<file path="config.mk">
export PLATFORM = sky130hd
export DESIGN_NAME = reg_scoreboard
export DESIGN_NICKNAME = d
export VERILOG_FILES = /design/src/rtl/reg_scoreboard_pkg.sv /design/src/rtl/late_hold_buf.sv /design/src/rtl/reg_scoreboard.sv
export SDC_FILE = /design/constraint.sdc
export NUM_CORES = 1
export LEC_CHECK = 0
export ABC_CLOCK_PERIOD_IN_PS = 2850
export CAP_MARGIN = 20
export CORE_ASPECT_RATIO = 2
export CORE_MARGIN = 3
export CORE_UTILIZATION = 35
export CTS_BUF_LIST = sky130_fd_sc_hd__clkbuf_4 sky130_fd_sc_hd__clkbuf_8
export DETAILED_ROUTE_END_ITERATION = 8
export HOLD_SLACK_MARGIN = 0.1
export MAX_ROUTING_LAYER = met4
export PLACE_DENSITY = 0.74
export SYNTH_ARGS = -nofsm -noshare
export SYNTH_HDL_FRONTEND = slang
export SYNTH_SLANG_ARGS = --single-unit
</file>
<file path="constraint.sdc">
create_clock -name clk -period 2.85 [get_ports clk]
set_input_delay 0.4275 -clock clk [delete_from_list [all_inputs] [get_ports clk]]
set_output_delay 0.4275 -clock clk [all_outputs]
set_load 0.005 [all_outputs]
</file>
<file path="src/rtl/reg_scoreboard_pkg.sv">
// Shared definitions for the register scoreboard slice (package sb_pkg):
// register-file geometry, the late-result hold buffer state encoding and
// a one-hot helper that never marks x0.
package sb_pkg;

    localparam int REG_ADDR_W = 5;
    localparam int DATA_W     = 32;
    localparam int NUM_REGS   = 32;

    typedef enum logic {
        EMPTY = 1'b0,
        HELD  = 1'b1
    } buf_state_t;

    // One-hot register mask; x0 is hardwired to zero so it never appears
    // in the busy mask.
    function automatic logic [NUM_REGS-1:0] reg_onehot(input logic [REG_ADDR_W-1:0] idx);
        logic [NUM_REGS-1:0] mask;
        mask = '0;
        if (idx != '0) begin
            mask[idx] = 1'b1;
        end
        return mask;
    endfunction

endpackage

</file>
<file path="src/rtl/late_hold_buf.sv">
// Single-entry hold buffer for multi-cycle results that lose the register
// file write port to an in-order pipe write. EMPTY accepts a late result;
// if the pipe owns the port that cycle the result is captured (HELD) and
// drained in the first cycle the pipe leaves the port free.
module late_hold_buf
    import sb_pkg::*;
(
    input  logic                  clk,
    input  logic                  rst,
    input  logic                  pipe_we,
    input  logic                  late_valid,
    input  logic [REG_ADDR_W-1:0] late_rd,
    input  logic [DATA_W-1:0]     late_wd,
    output logic                  late_ready,
    output logic                  held_valid,
    output logic [REG_ADDR_W-1:0] held_rd,
    output logic [DATA_W-1:0]     held_wd
);

    buf_state_t            state_q, state_d;
    logic                  late_ready_q, late_ready_d;
    logic                  held_valid_q, held_valid_d;
    logic [REG_ADDR_W-1:0] held_rd_q, held_rd_d;
    logic [DATA_W-1:0]     held_wd_q, held_wd_d;

    // Next-state: capture only when a late result arrives while the pipe
    // owns the port; release as soon as the pipe does not write.
    always_comb begin
        state_d   = state_q;
        held_rd_d = held_rd_q;
        held_wd_d = held_wd_q;
        case (state_q)
            EMPTY: begin
                if (late_valid && pipe_we) begin
                    state_d   = HELD;
                    held_rd_d = late_rd;
                    held_wd_d = late_wd;
                end
            end
            HELD: begin
                if (!pipe_we) begin
                    state_d = EMPTY;
                end
            end
            default: state_d = EMPTY;
        endcase
        late_ready_d = (state_d == EMPTY);
        held_valid_d = (state_d == HELD);
    end

    // State and registered outputs; reset discards any held entry at once.
    always_ff @(posedge clk or posedge rst) begin
        if (rst) begin
            state_q      <= EMPTY;
            late_ready_q <= 1'b1;
            held_valid_q <= 1'b0;
            held_rd_q    <= '0;
            held_wd_q    <= '0;
        end else begin
            state_q      <= state_d;
            late_ready_q <= late_ready_d;
            held_valid_q <= held_valid_d;
            held_rd_q    <= held_rd_d;
            held_wd_q    <= held_wd_d;
        end
    end

    assign late_ready = late_ready_q;
    assign held_valid = held_valid_q;
    assign held_rd    = held_rd_q;
    assign held_wd    = held_wd_q;

endmodule

</file>
<file path="src/rtl/reg_scoreboard.sv">
// Register scoreboard with write-port arbitration between the in-order
// pipe writeback and a multi-cycle unit. Tracks registers with pending
// long-latency writes, stalls decode on RAW/WAW/full, and owns the
// register-file write port (sampled on negedge by the register file).
// Optional build macro SCOREBOARD_PERF_EN adds saturating stall_cycles
// and late_conflicts counters.
module reg_scoreboard
    import sb_pkg::*;
#(
    parameter int MAX_PENDING = 4
) (
    input  logic                  clk,
    input  logic                  rst,
    input  logic                  issue_valid,
    input  logic                  issue_long,
    input  logic                  issue_uses_rs1,
    input  logic                  issue_uses_rs2,
    input  logic [REG_ADDR_W-1:0] issue_rs1,
    input  logic [REG_ADDR_W-1:0] issue_rs2,
    input  logic [REG_ADDR_W-1:0] issue_rd,
    output logic                  issue_stall,
    input  logic                  pipe_we,
    input  logic [REG_ADDR_W-1:0] pipe_rd,
    input  logic [DATA_W-1:0]     pipe_wd,
    input  logic                  late_valid,
    input  logic [REG_ADDR_W-1:0] late_rd,
    input  logic [DATA_W-1:0]     late_wd,
    output logic                  late_ready,
    output logic                  rf_we3,
    output logic [REG_ADDR_W-1:0] rf_rd,
    output logic [DATA_W-1:0]     rf_wd3,
    output logic [NUM_REGS-1:0]   busy_mask
`ifdef SCOREBOARD_PERF_EN
    ,
    output logic [31:0]           stall_cycles,
    output logic [15:0]           late_conflicts
`endif
);

    localparam int PEND_W = $clog2(MAX_PENDING + 1);
    localparam logic [PEND_W-1:0] PEND_MAX = PEND_W'(MAX_PENDING);

    logic [NUM_REGS-1:0]   busy_q, busy_d;
    logic [PEND_W-1:0]     pending_q, pending_d;

    logic                  held_valid;
    logic [REG_ADDR_W-1:0] held_rd;
    logic [DATA_W-1:0]     held_wd;

    logic                  late_hs;
    logic                  late_capture;
    logic                  late_commit;
    logic [REG_ADDR_W-1:0] late_commit_rd;

    logic                  raw_hit;
    logic                  waw_hit;
    logic                  full_hit;
    logic                  issue_accept;
    logic                  long_accept;
    logic [NUM_REGS-1:0]   set_mask;
    logic [NUM_REGS-1:0]   clr_mask;

    late_hold_buf u_hold (
        .clk        (clk),
        .rst        (rst),
        .pipe_we    (pipe_we),
        .late_valid (late_valid),
        .late_rd    (late_rd),
        .late_wd    (late_wd),
        .late_ready (late_ready),
        .held_valid (held_valid),
        .held_rd    (held_rd),
        .held_wd    (held_wd)
    );

    assign late_hs      = late_valid & late_ready;
    assign late_capture = late_hs & pipe_we;

    // Write-port arbitration: pipe first, then the held entry, then a
    // fresh late result passing straight through. x0 is never written.
    always_comb begin
        rf_we3         = 1'b0;
        rf_rd          = pipe_rd;
        rf_wd3         = pipe_wd;
        late_commit    = 1'b0;
        late_commit_rd = '0;
        if (pipe_we) begin
            rf_we3 = (pipe_rd != '0);
        end else if (held_valid) begin
            rf_rd          = held_rd;
            rf_wd3         = held_wd;
            rf_we3         = (held_rd != '0);
            late_commit    = (held_rd != '0);
            late_commit_rd = held_rd;
        end else if (late_hs) begin
            rf_rd          = late_rd;
            rf_wd3         = late_wd;
            rf_we3         = (late_rd != '0);
            late_commit    = (late_rd != '0);
            late_commit_rd = late_rd;
        end
    end

    // Hazard detection against the registered busy mask only; a register
    // being cleared this cycle still stalls for one more cycle.
    always_comb begin
        raw_hit  = (issue_uses_rs1 && (issue_rs1 != '0) && busy_q[issue_rs1]) ||
                   (issue_uses_rs2 && (issue_rs2 != '0) && busy_q[issue_rs2]);
        waw_hit  = (issue_rd != '0) && busy_q[issue_rd];
        full_hit = issue_long && (pending_q == PEND_MAX);
    end

    assign issue_stall  = issue_valid & (raw_hit | waw_hit | full_hit);
    assign issue_accept = issue_valid & ~issue_stall;
    assign long_accept  = issue_accept & issue_long;

    // Busy mask update: clear on late commit, set on accepted long issue;
    // set is applied last so it wins on the same index.
    always_comb begin
        set_mask = long_accept ? reg_onehot(issue_rd) : '0;
        clr_mask = late_commit ? reg_onehot(late_commit_rd) : '0;
        busy_d   = (busy_q & ~clr_mask) | set_mask;
    end

    // Outstanding long-op count; simultaneous increment and decrement
    // cancel, and the count is clamped so it can never wrap.
    always_comb begin
        pending_d = pending_q;
        case ({long_accept, late_hs})
            2'b10: if (pending_q != PEND_MAX) pending_d = pending_q + 1'b1;
            2'b01: if (pending_q != '0)       pending_d = pending_q - 1'b1;
            default: pending_d = pending_q;
        endcase
    end

    // Scoreboard state registers.
    always_ff @(posedge clk or posedge rst) begin
        if (rst) begin
            busy_q    <= '0;
            pending_q <= '0;
        end else begin
            busy_q    <= busy_d;
            pending_q <= pending_d;
        end
    end

    assign busy_mask = busy_q;

`ifdef SCOREBOARD_PERF_EN
    logic [31:0] stall_cycles_q, stall_cycles_d;
    logic [15:0] late_conflicts_q, late_conflicts_d;

    // Saturating event counters: stalled decode cycles and EMPTY->HELD
    // captures of late results.
    always_comb begin
        stall_cycles_d   = stall_cycles_q;
        late_conflicts_d = late_conflicts_q;
        if (issue_stall && (stall_cycles_q != '1)) begin
            stall_cycles_d = stall_cycles_q + 1'b1;
        end
        if (late_capture && (late_conflicts_q != '1)) begin
            late_conflicts_d = late_conflicts_q + 1'b1;
        end
    end

    // Counter registers.
    always_ff @(posedge clk or posedge rst) begin
        if (rst) begin
            stall_cycles_q   <= '0;
            late_conflicts_q <= '0;
        end else begin
            stall_cycles_q   <= stall_cycles_d;
            late_conflicts_q <= late_conflicts_d;
        end
    end

    assign stall_cycles   = stall_cycles_q;
    assign late_conflicts = late_conflicts_q;
`else
    logic unused_capture;
    assign unused_capture = late_capture;
`endif

endmodule

</file>
# After elaboration in Yosys (flattened, before gate mapping)
# Index checks and enable logic that the tools add are counted.
[op_classes] n_addsub=2 n_lt_le_gt_ge=6 n_eq_ne=6 mux=33 bitwise_logic=12 n_reduce_logical=21
[op_table] op="$mux 32" n=7
[op_table] op="$reduce_bool 5->1" n=7
[op_table] op="$and 32x32->32" n=1
[op_table] op="$not 32->32" n=1
[op_table] op="$or 32x32->32" n=1
[op_table] op="$mux 5" n=6
[op_table] op="$lt 5x6->1 const B" n=4
[op_table] op="$bmux 1 s5" n=3
[op_table] op="$mux 1" n=11
[op_table] op="$demux 1 s5" n=2
[op_table] op="$ge 5x1->1 const B" n=2
[op_table] op="$logic_and 1x1->1" n=9
[op_table] op="$mux 3" n=2
[op_table] op="$pmux 3 s2" n=1
[op_table] op="$and 1x1->1" n=4
[op_table] op="$ne 2x2->1 const B" n=2
[op_table] op="$add 3x1->3 const B" n=1
[op_table] op="$eq 3x3->1 const B" n=1
[op_table] op="$ne 3x3->1 const B" n=1
[op_table] op="$not 1->1" n=3
[op_table] op="$reduce_and 3->1" n=1
[op_table] op="$reduce_bool 3->1" n=1
[op_table] op="$sub 3x1->3 const B" n=1
[op_table] op="$eq 2x1->1 const B" n=1
[op_table] op="other kinds (6)" n=7
[totals] ff_bits=74 output_inout_bits=72 word_cells=86

# Logic depth before layout (Yosys ltp)
# Gate-level depths: netlist of the first run.
[depth] depth_word=13 mapped_depth=13

# Modules after synthesis
# A second synthesis of the first run with hierarchy kept.
[unflattened] cells_unflattened=482 hier_area_um2=4957.3
[by_module_without_submodules] module="reg_scoreboard" instances=1 cells_per_inst=398 area_per_inst_um2=3347.0 seq_area_each_um2=875.8
[by_module_without_submodules] module="late_hold_buf" instances=1 cells_per_inst=84 area_per_inst_um2=1610.3 seq_area_each_um2=977.2

# Least setup slack after synthesis of the first run
# Ideal clock, no wire load.
[synth_timing] kind="input to register" startpoint="in issue_rd[0]" endpoint="reg pending_q[2]" setup_ps=129 arrival_time_ps=3188 required_time_ps=2721 setup_slack_ps=-467 cell_stages=12 n_path_buf=3 path_cell_list="clkbuf_1 > buf_1 > clkbuf_1 > inv_1 > nand3_1 > a2bb2oi_2 > a21oi_1 > inv_1 > fa_1 > or3_1 > o2bb2ai_1 > a22oi_1"
[synth_via] elab_chain_len=12 elab_cells_between_ends=17 cone_classes="eq/ne: 4; mux: 3; bitwise: 6; reduce/logical: 4"
[synth_rtl] element="from (decl)" line_no="reg_scoreboard.sv:20" rtl="input logic [REG_ADDR_W-1:0] issue_rd,"
[synth_rtl] element="$bmux 1 s5" line_no="reg_scoreboard.sv:109" rtl="waw_hit = (issue_rd != '0) && busy_q[issue_rd];"
[synth_rtl] element="$mux 1 (not written as such)" line_no="reg_scoreboard.sv:109"
[synth_rtl] element="$logic_and 1x1->1 (*)" line_no="reg_scoreboard.sv:109"
[synth_rtl] element="$or 1x1->1 (*) (2 in a row)" line_no="reg_scoreboard.sv:113" rtl="assign issue_stall = issue_valid & (raw_hit | waw_hit | full_hit);"
[synth_rtl] element="$and 1x1->1 (*)" line_no="reg_scoreboard.sv:113"
[synth_rtl] element="$not 1->1 (*)" line_no="reg_scoreboard.sv:114" rtl="assign issue_accept = issue_valid & ~issue_stall;"
[synth_rtl] element="$and 1x1->1 (*)" line_no="reg_scoreboard.sv:114"
[synth_rtl] element="$and 1x1->1 (*)" line_no="reg_scoreboard.sv:115" rtl="assign long_accept = issue_accept & issue_long;"
[synth_rtl] element="$eq 2x1->1 / $eq 2x2->1 (equally long branches)" line_no="reg_scoreboard.sv:129" rtl="case ({long_accept, late_hs})"
[synth_rtl] element="$ne 2x2->1 (no source line) / $reduce_bool 2->1 (equally long branches)"
[synth_rtl] element="$reduce_and 3->1 (no source line)"
[synth_rtl] element="to (signal assigned)" line_no="reg_scoreboard.sv:143" rtl="pending_q <= pending_d;"
[synth_rtl] element="to (decl)" line_no="reg_scoreboard.sv:44" rtl="logic [PEND_W-1:0] pending_q, pending_d;"
# Mark *: on every way between the ends. The rest lies on a longest branch, timed or not. The select of a mux whose other input is x is not followed.
# A chain may end at the register's enable or synchronous reset.

# Final worst setup path of the first run
[layout_timing] startpoint="reg busy_q[4] (netlist: busy_mask[4])" endpoint="out issue_stall"
[layout_via] elab_chain_len=7 elab_cells_between_ends=13 cone_classes="mux: 6; bitwise: 3; reduce/logical: 4"
[layout_rtl] element="from (decl)" line_no="reg_scoreboard.sv:43" rtl="logic [NUM_REGS-1:0] busy_q, busy_d;"
[layout_rtl] element="from (signal assigned)" line_no="reg_scoreboard.sv:142" rtl="busy_q <= busy_d;"
[layout_rtl] element="$bmux 1 s5, on equally long branches" line_no="reg_scoreboard.sv:107, reg_scoreboard.sv:108"
[layout_rtl] element="$mux 1, on equally long branches" line_no="reg_scoreboard.sv:107, reg_scoreboard.sv:108"
[layout_rtl] element="$logic_and 1x1->1, on equally long branches" line_no="reg_scoreboard.sv:107, reg_scoreboard.sv:108"
[layout_rtl] element="$logic_or 1x1->1" line_no="reg_scoreboard.sv:107" rtl="raw_hit = (issue_uses_rs1 && (issue_rs1 != '0) && busy_q[issue_rs1]) ||"
[layout_rtl] element="$or 1x1->1 (*) (2 in a row)" line_no="reg_scoreboard.sv:113"
[layout_rtl] element="$and 1x1->1 (*)" line_no="reg_scoreboard.sv:113"
[layout_rtl] element="to (decl)" line_no="reg_scoreboard.sv:21" rtl="output logic issue_stall,"
# Marks and branches as above.

==> run metrics, run 1 <==
outcome finished with violations; failing checks setup timing; die area 15,660 um2; total power draw 3.817 mW; Worst slew margin 60.62%; Final Max Slew Viols 0; CP arrival 2660 ps; synth-to-layout area growth 59.07%; Setup CP Type flop to output port; Crit-path slowest cell mux4_2; min-delay worst type primary input to async pin; CTS Buffer Depth 2; antenna violations before repair 0; number of max-cap violations 0; hold slack 458.3 ps; clock period minus final worst setup slack 3085 ps; Distinct cells, synth 60; Placed Instances 883; final setup fails 28; Skew-Pair Late Insertion Delay 350 ps; ANT cells 0; routability cong. 1.008; Layout Nets 814; I/O Buffers 168; worst-path fanout max 2; leakage power 3.440 nW; number of synthesized flops with an enable pin 0; Syn Std Cell Area 4940 um2; Clock Skew 10.56 ps; Die W 90.01 um; critical path, cell by cell mux4_2 -> mux4_2 -> nor4bb_4 -> a311oi_2 -> buf_4 -> a21boi_2 -> buf_2; TritonCTS clock tree built; CP most frequent cell mux4_2; vias in the first global route 5,482; Routed WL per cell 20.05 um; Fill cells 1,254; Tightest Pin Transition 589.3 ps; max incr delay on CP 530 ps; # DRC 0; Non-Filler Instances 907; GRT Total Usage 23.30%; Fmax 0.3241 GHz; Vias/cell 5.540; asr flop ratio synth 100.0%; H-tree depth 3; crit end category output port; post-route cell area 7858 um2; core area 13,660 um2; Cell Area, Placed 7315 um2; syn avg cell area 10.04 um2; largest net degree at the start of global routing 75; yosys warns 0; unrepaired setup endpoints after global routing yes; #FFs+latches synth 74; grt ovf 0; pre-CTS setup slack -959.6 ps; total wire length 18,190 um; final hold vios 0; Tcrit/Tclk final 108.3%; first-pass GRT wire length 28,270 um; 1st-pass router iterations 7; ANT nets after route 0; layout cells sized above 1 29.82%; CTS Buf Count 9; register clock-pin slew on the reported worst setup and hold paths 80 ps; Peak VDD IR 267.1 uV; post-synthesis sequential area ratio 37.51%; die height 174.0 um; Initial DRC Count 231; FP Rows 60; CTS sink cnt 74; Root Buffer clkbuf_8; Ports 169; starting density of the core 36.15%; post-synthesis cell count 492; crit start category flop; DR vias 5,025; power per cell area 485.8 nW/um2; Final WS setup -235.1 ps; net count after synthesis 590; Synth Flop Type dfrtp_1; Final HPWL DP 13,940 um; hold-fix buffers at CTS 0; Critical Path RT 2420 ps
-- critical path, delay by kind of cell, from the launching register on --
| family | cells | cell delay [ps] |
|---|---|---|
| mux | 2 | 1020 |
| flops | 1 | 430 |
| compound gates | 2 | 360 |
| buf+inv | 2 | 310 |
| simple gates | 1 | 190 |
-- cell usage after synthesis, drive strengths merged, types with 5 or more instances --
master  count  share of area (%)
clkbuf     25                1.9
buf        10                1.2
dfrtp      73                 37
nor3        9                1.0
nand2b      6               0.76
mux2i      48                9.7
o21ai      73                7.4
nor2       16                1.2
nand3       6               0.61
a22o        7                1.2
o22ai       5               0.63
nand2      60                4.6
o31ai       8                2.0
inv        15                1.1
mux2       41                9.3
o41ai      10                2.1
mux4       16                7.3
-- cell type report --
class	count	area [um2]	area share [%]
tap	186	232.7	2.962
sequential	74	1854	23.60
inverter	15	56.30	0.7166
clock inverter	6	65.06	0.8280
multi-input combinational	368	3146	40.03
clock buffer	10	137.6	1.752
timing repair buffer	248	2366	30.11
-- worst paths after layout --
| path | slack (ps) | to | cells after the start | startpoint |
|---|---|---|---|---|
| max reg2reg | -220 | pending_q[2] | 11 | busy_mask[4] |
| min in group clk | 510 | u_hold.held_wd[22] | 1 | u_hold.held_wd[22] |
| max | -240 | issue_stall | 7 | busy_mask[4] |
| max in group asynchronous | 1990 | u_hold.state_q | 3 | rst |
| min | 460 | busy_mask[12] | 3 | rst |
| min reg2reg | 510 | u_hold.held_wd[22] | 1 | u_hold.held_wd[22] |
-- metal layers --
layer / track usage [%] / vias to the layer above / part of all wire [%]
met5: - / - / 0
met2: 43.55 / 247 / 56
li1: - / 2293 / -
met4: 12.34 / 0 / 4.7
met3: 4.158 / 54 / 5.6
met1: 22.32 / 2431 / 34
-- through the flow --
| step | utilization, % | setup TNS, ps |
|---|---|---|
| 2_1_floorplan | - | -218.3 |
| 3_3_place_gp | 53.53 | -22220 |
| 3_5_place_dp | 53.53 | -27480 |
| 4_1_cts | 55.53 | -2507 |
| 5_1_grt | 57.51 | -3074 |
| 6_report | 57.51 | -1836 |
-- logic make-up (layout without fill, tap and decap cells) --
| group | count (synthesis) | after routing | synth area share, % |
|---|---|---|---|
| AOI/OAI and AO/OA | 133 | 133 | 18.29 |
| and+or+nand+nor | 127 | 127 | 12.59 |
| muxes | 105 | 105 | 26.37 |
| DFF | 74 | 74 | 37.51 |
| buffers and inverters | 50 | 279 | 4.204 |
| xor gates and xnor gates | 2 | 2 | 0.6332 |
| adders and majority gates | 1 | 1 | 0.4053 |
-- cells in the final DEF, fill, tap and decap left out, drive strengths merged, types with 5 or more instances in the layout --
master         instances
clkdlybuf4s50        125
buf                   80
dfrtp                 73
o21ai                 73
nand2                 60
mux2i                 48
mux2                  41
dlygate4sd2           34
mux4                  16
nor2                  16
inv                   16
clkbuf                11
o41ai                 10
nor3                   9
o31ai                  8
a22o                   7
nand2b                 6
nand3                  6
dlymetal6s2s           6
o22ai                  5
-- report_power, final --
part / switching (mW) / leakage [nW] / total [mW] / internal [mW]
registers: 0.187 / 0.925 / 1.43 / 1.25
logic: 0.655 / 2.41 / 1.54 / 0.886
clock network: 0.413 / 0.103 / 0.843 / 0.430
total: 1.25 / 3.44 / 3.82 / 2.56
-- registers in the layout, summed over array words and instances, names as in the netlist --
name               count
u_hold.state_q         1
pending_q              3
u_hold.held_wd        32
busy_mask             32
u_hold.late_ready      1
u_hold.held_rd         5
-- repair_timing --
item                                    CTS  global route
setup buffers                             3             3
pin swaps                                12             8
cloned                                    1             1
resized for setup                        69            50
endpoints found under the setup margin   69            44
Note: power is estimated with default switching activity, not from simulation.
==> run 2: changes to the inputs <==
--- a/config.mk
+++ b/config.mk
@@ -7,14 +7,13 @@
 export LEC_CHECK = 0
 export ABC_CLOCK_PERIOD_IN_PS = 2850
 export CAP_MARGIN = 20
-export CORE_ASPECT_RATIO = 2
 export CORE_MARGIN = 3
-export CORE_UTILIZATION = 35
+export CORE_UTILIZATION = 43
 export CTS_BUF_LIST = sky130_fd_sc_hd__clkbuf_4 sky130_fd_sc_hd__clkbuf_8
 export DETAILED_ROUTE_END_ITERATION = 8
 export HOLD_SLACK_MARGIN = 0.1
 export MAX_ROUTING_LAYER = met4
-export PLACE_DENSITY = 0.74
+export PLACE_DENSITY = 0.86
 export SYNTH_ARGS = -nofsm -noshare
 export SYNTH_HDL_FRONTEND = slang
 export SYNTH_SLANG_ARGS = --single-unit
==> run 2 against run 1 <==
Against the previous run: the flow still finishes with violations (setup timing); first-iteration DRC count grew 61%; cell count shrank 5.1%; flip-flop and latch count is the same; clock skew shrank 0.58 ps; hold slack gained 30 ps; setup slack gained 38 ps; sequential power is essentially flat; routed wire length is essentially flat; power grew 3.4%; clock power grew 9.3%; utilization grew 14 points; largest cell class unchanged.
==> run metrics, run 2 (synthesis results as in run 1) <==
outcome finished with violations; failing checks setup timing; Layout Nets 814 (unchanged); Fin Setup TNS -323.0 ps (+1513 ps); CTS Buffer Depth 2 (unchanged); Final Max Slew Viols 0 (unchanged); commonest non-fill, non-tap cell in the layout clkdlybuf4s50_1; Routed WL per cell 21.12 um (+5.3%); Critical Path RT 3060 ps (+640 ps); area of the multi-input gates 3172 um2 (+0.84%); I/O Buffers 168 (unchanged); combinational share of power 40.1% (-0.3 points); die height 113.2 um (-35%); Pint 2.678 mW (+4.5%); Vias/cell 6.013 (+8.5%); synth-to-layout area growth 59.90%; 1st-pass router iterations 6 (-1); Tcrit/Tclk final 106.9% (-1.3 points); CP arrival 3260 ps (+600 ps); min-delay worst type primary input to async pin; Clk pwr share 23.3% (+1.2 points); max incr delay on CP 510 ps (-20 ps); Die W 113.2 um (+26%); crit end category flop; Flop pwr share 36.5% (-1.1 points); FP Rows 38 (-37%); Fmax 0.3282 GHz (+1.3%); leakage power 3.554 nW (+3.3%); crit start category flop; # DRC 0 (unchanged); vias in the first global route 5,067 (-7.6%); register area 1854 um2 (unchanged); CTS Buf Count 9 (unchanged); grt ovf 0 (unchanged); Skew-Pair Late Insertion Delay 360 ps (about the same); power per cell area 499.7 nW/um2 (+2.9%); switching share of power 32.14% (-0.73 points); Clock Skew 9.982 ps (-0.5756 ps); Final HPWL DP 13,350 um (-4.3%); H-tree depth 3 (unchanged); largest net degree at the start of global routing 75 (unchanged); Crit-path slowest cell mux4_2; starting density of the core 44.78% (+8.6 points); P_sw 1.269 mW (+1.1%); most frequent cells in the layout clkdlybuf4s50_1, dfrtp_1, buf_4; Tightest Pin Transition 669.5 ps (+80.19 ps); DR vias 5,177 (+3.0%); layout cells sized above 1 28.85% (-0.97 points); clock period minus final worst setup slack 3047 ps (-38.44 ps); worst-path fanout max 4 (+2); register clock-pin slew on the reported worst setup and hold paths 80 ps (about the same); unrepaired setup endpoints after global routing yes; ANT cells 0 (unchanged); first-pass GRT wire length 27,300 um (-3.4%); total wire length 18,190 um (about the same); GRT Total Usage 27.93% (+4.6 points); Ports 169 (unchanged); final setup fails 3 (-89%); hold-fix buffers at CTS 0 (unchanged); Fill cells 760 (-39%); Root Buffer clkbuf_8; final hold vios 0 (unchanged); pre-CTS setup slack -895.1 ps (+64.42 ps); Final WS setup -196.7 ps (+38.44 ps); TritonCTS clock tree built; Peak VDD IR 305.4 uV (+14%); antenna violations before repair 0 (unchanged); number of max-cap violations 0 (unchanged); core area 11,030 um2 (-19%); critical path, cell by cell mux4_2 -> mux4_2 -> nor4bb_4 -> a311oi_2 -> and3_4 -> a21oi_4 -> inv_2 -> fa_2 -> nor2_1 -> a31oi_1 -> a22oi_1; CP most frequent cell mux4_2; Initial DRC Count 373 (+61%); routability cong. 0.9492 (-5.8%); die area 12,810 um2 (-18%); ANT nets after route 0 (unchanged); Worst slew margin 55.26% (-5.4 points); CTS sink cnt 74 (unchanged); Setup CP Type flop to flop
run 2: power by group through the flow:
| stage | sequential [mW] | clock (mW) | combinational, mW |
|---|---|---|---|
| 2_1_floorplan | 1.40 | 0 | 0.701 |
| 3_5_place_dp | 1.44 | 0 | 1.43 |
| 3_3_place_gp | 1.43 | 0 | 1.38 |
| 6_report | 1.44 | 0.921 | 1.58 |
| 4_1_cts | 1.43 | 0.934 | 1.50 |
| 5_1_grt | 1.46 | 0.981 | 1.69 |
run 2: critical path, delay by kind of cell (launching register included):
family,cells,cell delay (ps)
DFF,1,420
muxes,2,970
and+or+nand+nor,3,480
buffers and inverters,1,50
adders and majority gates,1,230
AOI/OAI and AO/OA,4,740
run 2: final timing paths:
path | start | end | slack [ps] | cells after the start
min in group clk | u_hold.held_wd[13] | u_hold.held_wd[13] | 510 | 1
setup reg to reg | busy_mask[11] | pending_q[2] | -200 | 11
hold / removal | rst | pending_q[1] | 490 | 3
max in group asynchronous | rst | u_hold.late_ready | 2030 | 3
hold reg to reg | u_hold.held_wd[13] | u_hold.held_wd[13] | 510 | 1
setup / recovery | busy_mask[11] | pending_q[2] | -200 | 11
run 2: metal layers:
metal	vias to the layer above	GRT usage [%]	wire, um
met5	-	-	0
met4	0	10.66	690
met3	61	4.385	1486
met2	304	46.88	8884
met1	2522	33.96	7126
li1	2290	-	-
run 2: final cells by class:
cell class,count,area share [%]
multi-input combinational,368,40.16
clock inverter,5,0.9821
inverter,15,0.7128
clock buffer,11,1.837
tap,140,2.218
sequential,74,23.48
timing repair buffer,248,30.62
run 2: what timing repair did:
action                                 CTS  global route
setup buffers                            3             2
setup endpoints to repair               49            51
gates cloned                             1             2
endpoints found under the hold margin    0             0
resized for setup                       47            50
pin swaps                               13             3
run 2: per-stage QoR:
| step | hold WS [ps] | util (%) | cell area, um2 | instances | power (mW) |
|---|---|---|---|---|---|
| 6_report | 487.9 | 71.61 | 7899 | 861 | 3.947 |
| 5_1_grt | 528.2 | 71.61 | 7899 | 861 | 4.131 |
| 4_1_cts | 492.0 | 69.09 | 7621 | 857 | 3.858 |
| 3_5_place_dp | 493.0 | 65.90 | 7269 | 837 | 2.878 |
| 3_3_place_gp | 486.5 | 65.90 | 7269 | 837 | 2.806 |
| 2_1_floorplan | 479.2 | - | 4992 | 492 | 2.100 |
==> run 3: changes to the inputs <==
--- a/config.mk
+++ b/config.mk
@@ -8,12 +8,14 @@
 export ABC_CLOCK_PERIOD_IN_PS = 2850
 export CAP_MARGIN = 20
 export CORE_MARGIN = 3
-export CORE_UTILIZATION = 43
+export CORE_UTILIZATION = 56
 export CTS_BUF_LIST = sky130_fd_sc_hd__clkbuf_4 sky130_fd_sc_hd__clkbuf_8
+export CTS_CLUSTER_DIAMETER = 120
 export DETAILED_ROUTE_END_ITERATION = 8
+export DONT_BUFFER_PORTS = 1
 export HOLD_SLACK_MARGIN = 0.1
 export MAX_ROUTING_LAYER = met4
-export PLACE_DENSITY = 0.86
+export PLACE_DENSITY = 0.81
 export SYNTH_ARGS = -nofsm -noshare
 export SYNTH_HDL_FRONTEND = slang
 export SYNTH_SLANG_ARGS = --single-unit
==> run 3 against run 2 <==
Against the previous run: the run still ends with setup timing left; sequential power hardly changed; via count is 18% lower; cell count is 27% lower; maximum frequency is 4.5% higher; cell area is 29% lower; utilization is 4.7 points lower; clock skew hardly changed; routed wire length is 24% lower; critical endpoint is now pending_q[1]; largest cell class unchanged.
==> run metrics, run 3 (synthesis results as in run 1) <==
die height 99.92 um (-12%); min-delay worst type primary input to flop; synth-to-layout area growth 13.55%; CTS Buffer Depth 2 (unchanged); die area 9984 um2 (-22%); failing checks setup timing; outcome finished with violations; number of max-cap violations 0 (unchanged); worst-path fanout max 4 (unchanged); register clock-pin slew on the reported worst setup and hold paths 80 ps (about the same); final hold vios 0 (unchanged); clock period minus final worst setup slack 2914 ps (-132.5 ps); worst reg2reg setup slack -60 ps (+130 ps); core area 8382 um2 (-24%); final setup fails 3 (unchanged); max incr delay on CP 530 ps (+20 ps); Root Buffer clkbuf_8; Placed Instances 603 (-28%); Setup CP Type flop to flop; Skew-Pair Late Insertion Delay 340 ps (-20 ps); vias in the first global route 4,385 (-13%); grt ovf 0 (unchanged); CTS sink cnt 74 (unchanged); Final Max Slew Viols 0 (unchanged); Fmax 0.3431 GHz (+4.5%); antenna violations before repair 0 (unchanged); Peak VDD IR 316.3 uV (+3.6%); Tightest Pin Transition 715.7 ps (+46.22 ps); routability cong. 0.9433 (-0.62%); Final WS setup -64.22 ps (+132.5 ps); most frequent cells in the layout dfrtp_1, o21ai_0, nand2_1; # DRC 0 (unchanged); Vias/cell 6.764 (+12%); Crit-path slowest cell or4b_1; ANT nets after route 0 (unchanged); Critical Path RT 3140 ps (+80 ps); CP arrival 3200 ps (-60 ps); layout cells sized above 1 30.21% (+1.4 points); leakage power 2.414 nW (-32%); Tcrit/Tclk final 102.3% (-4.6 points); DR vias 4,248 (-18%); total wire length 13,890 um (-24%); GRT Total Usage 28.62% (+0.69 points); Worst slew margin 51.92% (-3.3 points); total power draw 3.372 mW (-15%); H-tree depth 3 (unchanged); unrepaired setup endpoints after global routing yes; Initial DRC Count 320 (-14%); FP Rows 33 (-13%); Die W 99.92 um (-12%); 1st-pass router iterations 5 (-1); Clock Skew 9.815 ps (-0.1673 ps); critical path, cell by cell mux4_2 -> o2bb2ai_2 -> or4b_1 -> o311ai_2 -> a2bb2oi_2 -> buf_4 -> a21oi_4 -> inv_2 -> fa_2 -> inv_2 -> o221a_4; CP most frequent cell inv_2; crit end category flop; largest net degree at the start of global routing 66 (-12%); crit start category flop; power per cell area 601.2 nW/um2 (+20%); Cell Area, Placed 5274 um2 (-27%); I/O Buffers 0 (-100%); Ports 169 (unchanged); commonest non-fill, non-tap cell in the layout dfrtp_1; Layout Nets 616 (-24%); first-pass GRT wire length 21,860 um (-20%); starting density of the core 58.93% (+14 points); ANT cells 0 (unchanged); TritonCTS clock tree built; Non-Filler Instances 628 (-27%); Routed WL per cell 22.12 um (+4.7%); Final HPWL DP 10,500 um (-21%); post-route cell area 5609 um2 (-29%); CTS Buf Count 9 (unchanged)
## run 3: worst max-delay path, delay by kind of cell (launching register included)
family / cells / cell delay (ps)
AOI/OAI and AO/OA: 5 / 700
and+or+nand+nor: 1 / 530
muxes: 1 / 490
adders and majority gates: 1 / 430
DFF: 1 / 420
buffers and inverters: 3 / 300
## run 3: power by group
group          internal [mW]  switching, mW  total (mW)
sequential              1.25          0.191        1.44
combinational          0.528          0.472       0.999
clock                  0.551          0.382       0.933
## run 3: timing repair
action	in CTS	in global routing
resized for setup	6	11
pin swaps	8	1
buffers inserted	7	1
endpoints found under the setup margin	6	15
hold buffers	1	0
endpoints found under the hold margin	20	0
## run 3: metrics by stage
step                hold WS (ps)  worst slack, ps  util, %  TNS (ps)
floorplan                  479.2           -132.6        -    -218.3
global placement           366.3           -68.67    62.92    -76.54
detailed placement         367.5           -149.1    62.92    -565.3
CTS                        163.0           -13.19    66.76    -13.19
global route               144.0           -93.80    66.92    -362.8
finish                     173.0           -64.22    66.92    -106.5
## run 3: routing by layer
metal  GRT usage, %  vias up  wire (um)
met5              -        -          0
met4          10.50        0        448
met3          8.826       46       1753
met2          47.00      310       6767
met1          33.15     2011       4920
li1               -     1881          -
## run 3: cell type report
class | count | area, um2
multi-input combinational | 368 | 2942
fill | 641 | 2773
sequential | 74 | 1857
timing repair buffer | 50 | 390.4
clock buffer | 12 | 158.9
tap | 105 | 131.4
clock inverter | 4 | 73.82
inverter | 15 | 56.30
## run 3: final timing paths
check	from	to	cells past startpoint
hold reg to reg	u_hold.held_wd[10]	u_hold.held_wd[10]	1
hold / removal	issue_rd[0]	busy_mask[30]	1
setup reg to reg	busy_mask[9]	pending_q[1]	11
min in group asynchronous	rst	busy_mask[24]	2
max in group asynchronous	rst	u_hold.held_wd[13]	3
setup / recovery	busy_mask[9]	pending_q[1]	11
